[config.mk]
export PLATFORM = sky130hd
export DESIGN_NAME = mem_stage
export DESIGN_NICKNAME = d
export VERILOG_FILES = /design/src/rtl/mem_stage.sv
export SDC_FILE = /design/constraint.sdc
export NUM_CORES = 1
export LEC_CHECK = 0
export BUFFER_PORTS_ARGS = -buffer_cell sky130_fd_sc_hd__buf_2
export CORE_MARGIN = 8
export CORE_UTILIZATION = 45
export CTS_BUF_LIST = sky130_fd_sc_hd__clkbuf_16
export DETAILED_ROUTE_END_ITERATION = 12
export HOLD_SLACK_MARGIN = 0.05
export PLACE_DENSITY = 0.78
export SLEW_MARGIN = 10
export SYNTH_ARGS = -nofsm -noshare
export SYNTH_HDL_FRONTEND = slang
export SYNTH_SLANG_ARGS = --single-unit
[constraint.sdc]
create_clock -name clk -period 2.2 [get_ports clk]
set_clock_uncertainty 0.1 [all_clocks]
set_input_delay 0.11 -clock clk [delete_from_list [all_inputs] [get_ports clk]]
set_output_delay 0.11 -clock clk [all_outputs]
set_load 0.02 [all_outputs]
[src/rtl/mem_stage.sv]
// Memory stage: passes ALU results through to writeback and runs a
// single outstanding word load/store on the data-memory port.
module mem_stage #(
  parameter int ADDR_W = 17
) (
  input  logic              clk,
  input  logic              rstn,
  input  logic [31:0]       result_in,
  input  logic [4:0]        write_reg_in,
  input  logic              reg_write_in,
  input  logic              writef_in,
  input  logic              mem_read_in,
  input  logic              mem_write_in,
  input  logic [31:0]       mem_write_data_in,
  input  logic [31:0]       pc_in,
  input  logic              wait_exec_in,
  output logic              dmem_req,
  output logic              dmem_we,
  output logic [ADDR_W-1:0] dmem_addr,
  output logic [31:0]       dmem_wdata,
  input  logic              dmem_ack,
  input  logic [31:0]       dmem_rdata,
  output logic [31:0]       result_out,
  output logic [4:0]        write_reg_out,
  output logic              reg_write_out,
  output logic              writef_out,
  output logic [31:0]       pc_out,
  output logic              wait_mem_out
);

  typedef enum logic {
    IDLE,
    BUSY
  } state_t;

  state_t state_q, state_d;

  logic              we_q, we_d;
  logic [ADDR_W-1:0] addr_q, addr_d;
  logic [31:0]       wdata_q, wdata_d;

  logic [31:0] result_q, result_d;
  logic [4:0]  wreg_q, wreg_d;
  logic        rw_q, rw_d;
  logic        wf_q, wf_d;
  logic [31:0] pc_q, pc_d;

  logic mem_op;
  logic unused_bits;

  // Byte offset and bits above the memory window are ignored.
  assign unused_bits = ^{result_in[1:0], result_in[31:ADDR_W+2]};

  assign mem_op = (mem_read_in | mem_write_in) & ~wait_exec_in;

  always_comb begin
    state_d      = state_q;
    we_d         = we_q;
    addr_d       = addr_q;
    wdata_d      = wdata_q;
    result_d     = result_q;
    wreg_d       = wreg_q;
    rw_d         = rw_q;
    wf_d         = wf_q;
    pc_d         = pc_q;
    wait_mem_out = 1'b0;
    case (state_q)
      IDLE: begin
        if (mem_op) begin
          wait_mem_out = 1'b1;
          state_d      = BUSY;
          addr_d       = result_in[ADDR_W+1:2];
          wdata_d      = mem_write_data_in;
          we_d         = mem_write_in;
          rw_d         = 1'b0;
          wreg_d       = 5'd0;
        end else if (wait_exec_in) begin
          rw_d   = 1'b0;
          wreg_d = 5'd0;
        end else begin
          result_d = result_in;
          wreg_d   = write_reg_in;
          rw_d     = reg_write_in;
          wf_d     = writef_in;
          pc_d     = pc_in;
        end
      end
      BUSY: begin
        wait_mem_out = ~dmem_ack;
        if (dmem_ack) begin
          state_d  = IDLE;
          result_d = we_q ? result_in : dmem_rdata;
          wreg_d   = write_reg_in;
          rw_d     = reg_write_in;
          wf_d     = writef_in;
          pc_d     = pc_in;
        end
      end
      default: state_d = IDLE;
    endcase
  end

  always_ff @(posedge clk or negedge rstn) begin
    if (!rstn) begin
      state_q  <= IDLE;
      we_q     <= 1'b0;
      addr_q   <= '0;
      wdata_q  <= '0;
      result_q <= '0;
      wreg_q   <= '0;
      rw_q     <= 1'b0;
      wf_q     <= 1'b0;
      pc_q     <= '0;
    end else begin
      state_q  <= state_d;
      we_q     <= we_d;
      addr_q   <= addr_d;
      wdata_q  <= wdata_d;
      result_q <= result_d;
      wreg_q   <= wreg_d;
      rw_q     <= rw_d;
      wf_q     <= wf_d;
      pc_q     <= pc_d;
    end
  end

  assign dmem_req      = (state_q == BUSY);
  assign dmem_we       = we_q;
  assign dmem_addr     = addr_q;
  assign dmem_wdata    = wdata_q;
  assign result_out    = result_q;
  assign write_reg_out = wreg_q;
  assign reg_write_out = rw_q;
  assign writef_out    = wf_q;
  assign pc_out        = pc_q;

endmodule
### After elaboration in Yosys (flattened, before gate mapping)

Index checks and enable logic that the tools add are counted.

* register bits: 122
* input bits: 141
* output and inout bits: 123
* word-level logic and storage cells: 44

* equality and inequality tests: 3
* muxes and demuxes: 25
* bitwise logic cells: 5
* reductions and logical operators: 2

Operator list (number)
* $mux 32: 7
* $pmux 32 s2: 2
* $mux 5: 3
* $pmux 5 s2: 1
* $mux 1: 8
* $pmux 1 s2: 4
* $ne 2x2->1 const B: 3
* $not 1->1: 3
* $reduce_and 3->1: 1
* $reduce_and 2->1: 1
* $and 1x1->1: 1
* $or 1x1->1: 1

### Logic depth before layout (Yosys ltp)

Gate-level depths: netlist (run 1).

* depth in word-level cells: 4
* gate-level depth with buffers: 5
* mapped depth without buffers: 3

### Worst setup path after synthesis (run 1)

OpenSTA, ideal clock, no wires.

* path kind: register -> register
* start point: reg state_q, in the netlist dmem_req
* end point: reg result_q[10], in the netlist result_out[10]
* library setup time: 0.125 ns
* arrival: 1.504 ns
* required time: 1.975 ns
* setup slack: 0.471 ns
* cell stages (with the launch flop): 6
* path buffers: 2
* cell sequence: dfrtp_1 -> nand2b_1 -> buf_2 -> buf_2 -> mux2_2 -> mux2_2

* word-level cells in the longest chain between the ends: 3
* elaborated cells between the ends (all ways): 6
* classes of those cells: eq/ne: 3; mux: 1; bitwise: 1; reduce/logical: 1

RTL lines
* start, declared: RTL line 36 `state_t state_q, state_d;`
* start signal, assigned: RTL line 115 `state_q <= state_d;`
* $not 1->1 (no source line)
* $ne 2x2->1 (no source line)
* $reduce_and 3->1 (no source line)
* end signal, assigned: RTL line 119 `result_q <= result_d;`
* end, declared: RTL line 42 `logic [31:0] result_q, result_d;`

Parallel ways exist; a longest one is shown, timed or not.
A chain may end at the register's enable or synchronous reset.

### Final worst setup path (run 1)

* start point: reg state_q, in the netlist dmem_req
* end point: out wait_mem_out

* word-level cells in the longest chain between the ends: 2

RTL lines
* $not 1->1 (no source line)
* $pmux 1 s2 (*): RTL line 67 `case (state_q)`
* end, declared: RTL line 28 `output logic wait_mem_out`

Every way passes the cells marked *; elsewhere a longest branch is shown, timed or not.

==> run summary, run 1 <==
Ys async rst share -> 100%
Pin count of the biggest net entering global routing -> 123
Count leader, synth -> dfrtp_1
Crit path time final -> 2.01 ns
Post-Syn Nets -> 441
DRT antenna net count -> 0
Sequential-to-total area share from yosys stat -> 62.4%
Die H -> 120 um
Postcts setup bufs -> 0
Worst Path Arrival -> 1.80 ns
Layout cells sized above 1 -> 55.8%
Core Rows -> 38
Design Area, Final -> 0.00838 mm2
Fmax -> 498 MHz
Static Leak -> 4.02 nW
Mapped Area -> 0.00489 mm2
Number of port buffers -> 263
Area contributors post-synth -> dfrtp_1, mux2_2, mux2_1
Hold endpoint -> write_reg_out[1]
Vias per cell -> 4.98
Top_reg_cell synth -> dfrtp_1
Routability Congestion -> 0.794
Pwr dens -> 1060 mW/mm2
Distinct cells, synth -> 12
FF-to-FF setup slack -> 0.40 ns
Core footprint -> 0.0107 mm2
Worst path bufs/invs -> 2
CP startpoint kind -> register
Final Hold Viols -> 0
Mapped Cells -> 300
I/O pins -> 264
DR pass1 iterations -> 4
Initial Util -> 45.5%
Clk_lat worst skew -> 0.40 ns
# DRC -> 0
WHS -> 0.127 ns
First-pass GRT wire length -> 27800 um
Max clock buf depth -> 2
Worst Reg-to-Reg Cells -> 4
CP Capture Type -> primary output
Outcome -> finished, final reports clean
RSZ-0062 raised after global routing -> false
DR WL/cell -> 20.7 um
Worst hold stages -> 3
Worst VDD drop -> 616 uV
Slew Limit Fails -> 0
Hold Path Origin -> dmem_ack
First DRT Iteration DRCs -> 290
YS warnings -> 0
Req. time, crit path -> 1.99 ns
Crit-path max FO -> 50
H-Tree Depth -> 4
Setup ws final -> 0.191 ns
Synth top area share -> 62.4%
DRT Wirelength -> 17800 um
HPWL after DPL -> 10400 um
Measured slew at the worst slew-check pin -> 0.648 ns
Final period util -> 91.3%
Vias -> 4286
CTS tree -> yes
Avg Cell Area, Syn -> 16.3 um2
Gates resized, CTS repair -> 0
FF-to-FF Start -> dmem_req
Clk pin slew, worst setup/hold paths -> 0.05 ns
CP max stage cell -> dfrtp_1
Final setup viols -> 0
Worst Hold Class -> input port to register
Global Route Usage Sum -> 25.0%
RR Endpoint -> pc_out[18]
Pwr Total -> 8.85 mW
Most frequent cells after synthesis -> dfrtp_1, mux2_2, mux2_1, buf_2, a22o_1
Die area -> 0.0145 mm2
Slew HR -> 56.8%
Vias in the first global route -> 4942
Clock sinks -> 122
Nets@finish -> 849
Initial antenna violation count -> 1
CTS buffer count -> 17
Die width -> 120 um
Setup TNS -> 0 ns
Dpl cell area -> 0.00641 mm2
Seq cells post-synth -> 122
Cells along the critical path -> nor3_2 > buf_12 > or2_2 > buf_2
Grt total ovfl -> 0
P&R area growth vs syn -> 71.3%
Area leader, netlist -> dfrtp_1
CTS root buf -> clkbuf_16
CP max stage delay -> 0.46 ns
Filler cells -> 605
Max-Cap Viols -> 0
Count of flip-flops with a built-in enable after synthesis -> 0
Kind of cell adding the most delay to the critical path -> flip-flops
DP Worst Slack -> 0.461 ns
Critical Setup Path Class -> register to primary output
## report_power, final
| group | switching (mW) | internal, mW |
|---|---|---|
| sequential | 0.353 | 2.86 |
| clock | 0.931 | 1.85 |
| combinational | 1.62 | 1.24 |
| total | 2.90 | 5.95 |
## timing repair
item,4_1_cts,5_1_grt
hold buffers,138,0
endpoints found under the hold margin,243,0
endpoints found under the setup margin,0,0
## per-layer routing
metal,wire length [um],track usage [%],up-vias,share of wire [%]
met5,0,0,-,0
met4,689,12.2,0,3.9
met3,1560,10.2,47,8.8
met2,9200,43.3,230,52
met1,6370,26.0,2116,36
li1,-,-,1893,-
## cell families (layout without fill, tap and decap cells)
kind of cell,count (synthesis),after routing,share of synthesized area [%]
flip-flops,122,122,62.4
AO/OA/AOI/OAI,8,8,1.43
buffers and inverters,17,436,1.87
multiplexers,146,146,33.6
AND/OR/NAND/NOR,7,7,0.716
other,0,1,0
## worst register-to-register path, cell delays in order, from the launching register on
cell and delay, ns:
dfrtp_1 0.46, nor2_1 0.25, a22o_4 0.19, buf_12 0.23
mux2_1 0.43
## flip-flops by register name (all words and copies together) (netlist names)
| register | count |
|---|---|
| dmem_we | 1 |
| dmem_wdata | 32 |
| write_reg_out | 5 |
| dmem_addr | 17 |
| reg_write_out | 1 |
| result_out | 32 |
| dmem_req | 1 |
| pc_out | 32 |
| writef_out | 1 |
## layout by cell type (no fill, tap or decap)
cell type      count
clkinvlp_4         2
dfrtp_1          122
nor2_1             2
mux2_2           105
clkbuf_16         17
buf_2            262
diode_2            1
nor3_2             1
inv_1              3
clkinv_1           3
buf_4              1
clkinv_2           1
nand2b_2           1
bufinv_16          4
or2_2              1
nor2b_1            1
mux2_1            41
a22o_1             7
a22o_4             1
dlygate4sd3_1    138
nand2_1            1
buf_12             5
## per-stage QoR
| stage | utilization [%] | cells |
|---|---|---|
| finish | 78.0 | 860 |
| CTS | 78.0 | 859 |
| floorplan | - | 300 |
| global route | 78.0 | 860 |
| global placement | 59.7 | 691 |
| detailed placement | 59.7 | 691 |
## final cells by class
| type | count | area [um2] | area share (%) |
|---|---|---|---|
| clock inverters | 13 | 163 | 1.94 |
| diodes | 1 | 2.50 | 0.0298 |
| well taps | 140 | 175 | 2.09 |
| multi-input cells | 161 | 1770 | 21.1 |
| clock buffers | 17 | 425 | 5.07 |
| repair buffers | 406 | 2800 | 33.4 |
| flip-flops and latches | 122 | 3050 | 36.4 |
## worst max-delay path by stage
| stage | startpoint | end | depth (start not counted) |
|---|---|---|---|
| final | dmem_req | wait_mem_out | 4 |
| after global routing | dmem_req | wait_mem_out | 4 |
| after CTS | dmem_req | wait_mem_out | 4 |
| after detailed placement | dmem_req | pc_out[31] | 4 |
| after global placement | dmem_req | result_out[1] | 4 |
| after floorplan | dmem_req | result_out[10] | 5 |
(Power assumes the default switching activity.)
==> run 2, diff against run 1 <==
--- a/config.mk
+++ b/config.mk
@@ -7,11 +7,11 @@
 export LEC_CHECK = 0
 export BUFFER_PORTS_ARGS = -buffer_cell sky130_fd_sc_hd__buf_2
 export CORE_MARGIN = 8
-export CORE_UTILIZATION = 45
+export CORE_UTILIZATION = 40
 export CTS_BUF_LIST = sky130_fd_sc_hd__clkbuf_16
 export DETAILED_ROUTE_END_ITERATION = 12
 export HOLD_SLACK_MARGIN = 0.05
-export PLACE_DENSITY = 0.78
+export PLACE_DENSITY = 0.74
 export SLEW_MARGIN = 10
 export SYNTH_ARGS = -nofsm -noshare
 export SYNTH_HDL_FRONTEND = slang
==> constraint.sdc (replaced) <==
create_clock -name clk -period 1.7 [get_ports clk]
set_clock_uncertainty 0.1 [all_clocks]
set_input_delay 0.085 -clock clk [delete_from_list [all_inputs] [get_ports clk]]
set_output_delay 0.085 -clock clk [all_outputs]
set_load 0.02 [all_outputs]
==> run 2 against run 1 <==
Net effect:
- the flow now finishes with violations (negative setup slack)
- largest power group is now combinational logic
- setup slack got worse by 0.25 ns
- worst hold slack worse by 0.058 ns
- core utilization shrank 3.8 points
- non-clock buffer count is 21 higher
==> run summary, run 2 (same netlist as run 1, synthesis figures left out) <==
Outcome -> complete, but fails checks
Violated checks -> negative setup slack
Register area -> 0.00305 mm2
Worst Reg-to-Reg Cells -> 5
HPWL after DPL -> 10600 um
Slew HR -> 70.6%
Pwr Total -> 11.4 mW
Routability Congestion -> 0.788
Nets@finish -> 871
Crit path from -> dmem_req
Final period util -> 104%
Grt total ovfl -> 0
Pin count of the biggest net entering global routing -> 45
FF-to-FF Start -> dmem_req
CP dominant cell by count -> buf_6
Critical Setup Path Class -> register to register
Slew Limit Fails -> 0
First DRT Iteration DRCs -> 195
Filler cells -> 740
Initial Util -> 40.9%
Global Route Usage Sum -> 20.9%
Req. time, crit path -> 1.88 ns
DR WL/cell -> 21.2 um
Core footprint -> 0.0120 mm2
DRT Wirelength -> 18800 um
Clock sinks -> 122
Setup ws final -> -0.0634 ns
RR Endpoint -> result_out[28]
Die area -> 0.0160 mm2
Layout cells sized above 1 -> 61.6%
CP max stage cell -> dfrtp_2
CP startpoint kind -> register
# DRC -> 0
CTS buffer count -> 17
Kind of cell adding the most delay to the critical path -> flip-flops
Max clock buf depth -> 2
Worst VDD drop -> 776 uV
CP Capture Type -> register
Most frequent cells in the layout -> buf_2, dlygate4sd3_1, dfrtp_1
Measured slew at the worst slew-check pin -> 0.439 ns
Die width -> 127 um
Initial antenna violation count -> 2
Core Rows -> 40
Pwr dens -> 1280 mW/mm2
Worst Hold Class -> input port to asynchronous set/reset pin
P&R area growth vs syn -> 81.3%
CP max stage delay -> 0.45 ns
H-Tree Depth -> 4
Number of port buffers -> 263
Max-Cap Viols -> 0
Clk pin slew, worst setup/hold paths -> 0.05 ns
Static Leak -> 4.37 nW
Die H -> 127 um
Setup TNS -> -1.60 ns
Final Hold Viols -> 0
Fmax -> 567 MHz
I/O pins -> 264
DRT antenna net count -> 0
Worst path bufs/invs -> 3
Vias -> 4406
Vias in the first global route -> 4867
Most common cell after layout, fill and taps aside -> buf_2
Crit path time final -> 1.76 ns
Final setup viols -> 56
Area taken by multi-input logic gates -> 0.00202 mm2
Worst Path Arrival -> 1.94 ns
Clk_lat worst skew -> 0.40 ns
RSZ-0062 raised after global routing -> true
Vias per cell -> 4.96
FF-to-FF setup slack -> -0.06 ns
First-pass GRT wire length -> 26100 um
DR pass1 iterations -> 4
Crit-path max FO -> 8
CTS tree -> yes
CTS root buf -> clkbuf_16
Cells along the critical path -> buf_6 > buf_6 > a22o_4 > clkbuf_16 > mux2_4
-- run 2: routing by layer --
layer	up-vias	share of wire, %	wire length [um]	global-route usage (%)
met5	-	0	0	0
met4	0	4.1	775	11.0
met3	58	7.3	1380	7.79
met2	226	53	9990	36.8
met1	2177	36	6700	21.3
li1	1945	-	-	-
-- run 2: per-stage QoR --
stage                     hold slack, ns  util [%]  area, um2  std cells  setup slack, ns
final                             0.0691      74.2       8870        889          -0.0634
after CTS                         -0.194      70.4       8420        874          -0.0561
after global placement           -0.0458      54.2       6490        705           0.0350
after detailed placement         -0.0457      54.2       6490        705          -0.0311
after global routing              0.0956      74.2       8870        889          -0.0964
after floorplan                   -0.311         -       4900        300          0.00917
-- run 2: worst max-delay path by stage --
| stage | end | slack, ns | cells past startpoint |
|---|---|---|---|
| floorplan | result_out[1] | 0.009 | 5 |
| global placement | result_out[19] | 0.04 | 4 |
| detailed placement | result_out[20] | -0.03 | 4 |
| CTS | writef_out | -0.06 | 5 |
| global route | result_out[28] | -0.1 | 5 |
| finish | result_out[28] | -0.06 | 5 |
-- run 2: cell type report --
| class | instances | share of cell area (%) |
|---|---|---|
| antenna | 2 | 0.0564 |
| clock inverter | 12 | 0.550 |
| multi-input combinational | 162 | 22.8 |
| timing repair buffer | 427 | 35.3 |
| clock buffer | 17 | 4.79 |
| sequential | 122 | 34.4 |
| tap | 147 | 2.07 |
-- run 2: what timing repair did --
action / CTS / global route
gates cloned: 0 / 10
setup endpoints to repair: 12 / 67
endpoints found under the hold margin: 243 / 1
hold buffers: 138 / 1
gates resized for setup: 15 / 64
pin swaps: 1 / 3
buffers inserted: 2 / 2
-- run 2: power by group --
part,internal [mW],switching (mW)
Sequential,3.70,0.456
Combinational,2.07,2.19
Clock,1.77,1.17
Total,7.54,3.81
-- run 2: worst register-to-register path: stages, from the launching register on --
cell	delay [ns]
dfrtp_2	0.45
buf_6	0.14
buf_6	0.11
a22o_4	0.32
clkbuf_16	0.21
mux2_4	0.31
==> run 3, diff against run 2 <==
--- a/config.mk
+++ b/config.mk
@@ -5,13 +5,14 @@
 export SDC_FILE = /design/constraint.sdc
 export NUM_CORES = 1
 export LEC_CHECK = 0
+export ABC_AREA = 1
 export BUFFER_PORTS_ARGS = -buffer_cell sky130_fd_sc_hd__buf_2
 export CORE_MARGIN = 8
-export CORE_UTILIZATION = 40
+export CORE_UTILIZATION = 42
 export CTS_BUF_LIST = sky130_fd_sc_hd__clkbuf_16
 export DETAILED_ROUTE_END_ITERATION = 12
 export HOLD_SLACK_MARGIN = 0.05
-export PLACE_DENSITY = 0.74
+export PLACE_DENSITY = 0.75
 export SLEW_MARGIN = 10
 export SYNTH_ARGS = -nofsm -noshare
 export SYNTH_HDL_FRONTEND = slang
==> run 3 against run 2 <==
Net effect:
- cell count grew 38%
- area after synthesis grew 8.9%
- die area grew 3.3%
- setup slack gained 0.14 ns
- worst hold slack gained 0.065 ns
- sequential share of layout area shrank 0.52 points
- count of clock-buffer cells in the layout is the same
- final area grew 1.5%
- combinational power shrank 9.9%
- critical endpoint is now dmem_req
- the run now ends clean
- global-route usage grew 4.8 points
- highest routed layer unchanged
==> run summary, run 3 <==
Fmax -> 615 MHz
Ys async rst share -> 100%
Worst VDD drop -> 607 uV
Final Hold Viols -> 0
Vias -> 6228
Design Area, Final -> 0.00901 mm2
Worst Reg-to-Reg Cells -> 7
Global-route track usage on met3 -> 8.85%
Sequential-to-total area share from yosys stat -> 57.3%
Pin count of the biggest net entering global routing -> 68
Pwr dens -> 1270 mW/mm2
Number of port buffers -> 263
Setup ws final -> 0.0733 ns
Max clock buf depth -> 2
Vias per cell -> 5.06
Finished Layout Cells -> 1231
Static Leak -> 5.00 nW
Worst Hold Class -> input port to asynchronous set/reset pin
Global Route Usage Sum -> 25.7%
Count of flip-flops with a built-in enable after synthesis -> 0
CTS tree -> yes
Distinct cells, synth -> 17
Post-Syn Nets -> 784
Measured slew at the worst slew-check pin -> 0.371 ns
Crit-path max FO -> 32
Setup TNS -> 0 ns
Most frequent cells in the layout -> nand2_1, buf_2, dlygate4sd3_1
Seq cells post-synth -> 122
Max-Cap Viols -> 0
Clock sinks -> 122
CP startpoint kind -> register
Clk pin slew, worst setup/hold paths -> 0.06 ns
Die H -> 129 um
DRT antenna net count -> 0
YS warnings -> 0
Dpl cell area -> 0.00694 mm2
First DRT Iteration DRCs -> 483
Worst Path Arrival -> 1.44 ns
I/O pins -> 264
Initial antenna violation count -> 2
Req. time, crit path -> 1.51 ns
DR pass1 iterations -> 5
Die area -> 0.0166 mm2
M2 GR Usage -> 40.6%
Initial Util -> 42.6%
DP Worst Slack -> 0.186 ns
Clk_lat worst skew -> 0.41 ns
Most common cell after layout, fill and taps aside -> nand2_1
GRT met1 Usage -> 30.1%
P&R area growth vs syn -> 69.0%
CP Capture Type -> primary output
RR Endpoint -> result_out[23]
Outcome -> finished, final reports clean
GR peak layer -> met2
Layout cells sized above 1 -> 30.7%
Final setup viols -> 0
Nets@finish -> 1184
Placed cell count -> 1050
Final period util -> 95.7%
Core Rows -> 41
HPWL after DPL -> 12900 um
Mapped Area -> 0.00533 mm2
# DRC -> 0
CTS root buf -> clkbuf_16
Filler cells -> 907
FF-to-FF setup slack -> 0.12 ns
DR WL/cell -> 17.0 um
Synth top area share -> 57.3%
Grt total ovfl -> 0
Count leader, synth -> nand2_1
Most frequent cells after synthesis -> nand2_1, dfrtp_1, nand3_1, nand4_1, buf_2
First-pass GRT wire length -> 33600 um
Area leader, netlist -> dfrtp_1
Slew HR -> 75.3%
CTS buffer count -> 17
Die width -> 129 um
Avg Cell Area, Syn -> 8.29 um2
Pwr Total -> 11.4 mW
H-Tree Depth -> 4
Top_reg_cell synth -> dfrtp_1
Vias in the first global route -> 6480
Critical Setup Path Class -> register to primary output
Mapped Cells -> 643
Routability Congestion -> 0.831
FF-to-FF Start -> dmem_req
DRT Wirelength -> 21000 um
Core footprint -> 0.0125 mm2
Area contributors post-synth -> dfrtp_1, nand2_1, nand3_1
Slew Limit Fails -> 0
Crit path time final -> 1.63 ns
-- run 3: cell types whose count changed in the layout (fill, tap and decap cells not counted), sizes merged, moves of 7 or more --
cell / delta
nand2: +302
mux2: -146
nand3: +114
nand4: +33
a22o: -9
inv: +8
o21ai: +7
-- run 3: repair_timing --
item / in CTS / in global routing
endpoints found under the setup margin: 2 / 1
hold buffers: 140 / 0
gates cloned: 0 / 1
hold endpoints to repair: 244 / 0
pin swaps: 2 / 1
resized for setup: 1 / 1
setup buffers: 2 / 3
-- run 3: metrics by stage --
| step | utilization, % | hold WS [ns] |
|---|---|---|
| floorplan | - | -0.311 |
| global placement | 55.5 | -0.209 |
| detailed placement | 55.5 | -0.210 |
| CTS | 71.5 | 0.0670 |
| global route | 71.9 | 0.189 |
| finish | 72.0 | 0.134 |
-- run 3: critical path: stages, from the launching register on --
cell and delay (ns):
dfrtp_2 0.42, buf_4 0.36, buf_2 0.24
-- run 3: kinds of logic (layout without fill, tap and decap cells) --
logic type,count (synthesis),count (layout),synth area share [%]
buf+inv,61,472,5.26
other cells,0,5,0
flops,122,122,57.3
simple gates,452,452,36.7
compound gates,8,8,0.821
-- run 3: routing by layer --
| metal | up-vias | wire (um) |
|---|---|---|
| met2 | 367 | 10100 |
| li1 | 2892 | - |
| met4 | 0 | 864 |
| met1 | 2899 | 7890 |
| met5 | - | 0 |
| met3 | 70 | 2160 |
-- run 3: final cells by class --
type                       instances  area [um2]  area share [%]
timing repair buffer             430        3080            34.2
sequential                       122        3050            33.9
multi-input combinational        460        2010            22.3
clock buffer                      17         425            4.72
tap                              172         215            2.39
clock inverter                    13         160            1.78
inverter                          12        47.5           0.528
antenna                            5        12.5           0.139
-- run 3: how the worst max path moves through the flow --
stage	start	end	slack, ns	depth (start not counted)
floorplan	dmem_req	pc_out[23]	0.15	7
global placement	dmem_we	result_out[28]	0.19	7
detailed placement	dmem_we	result_out[28]	0.19	7
CTS	dmem_req	wait_mem_out	0.03	5
global route	dmem_req	result_out[16]	-0.0005	7
finish	dmem_req	dmem_req	0.07	2
-- run 3: power breakdown --
part	leakage [nW]	total (mW)	switching, mW	internal [mW]
logic	3.21	3.84	2.44	1.40
clock network	0.287	3.60	1.21	2.39
registers	1.51	4.00	0.392	3.61
total	5.00	11.4	4.04	7.39
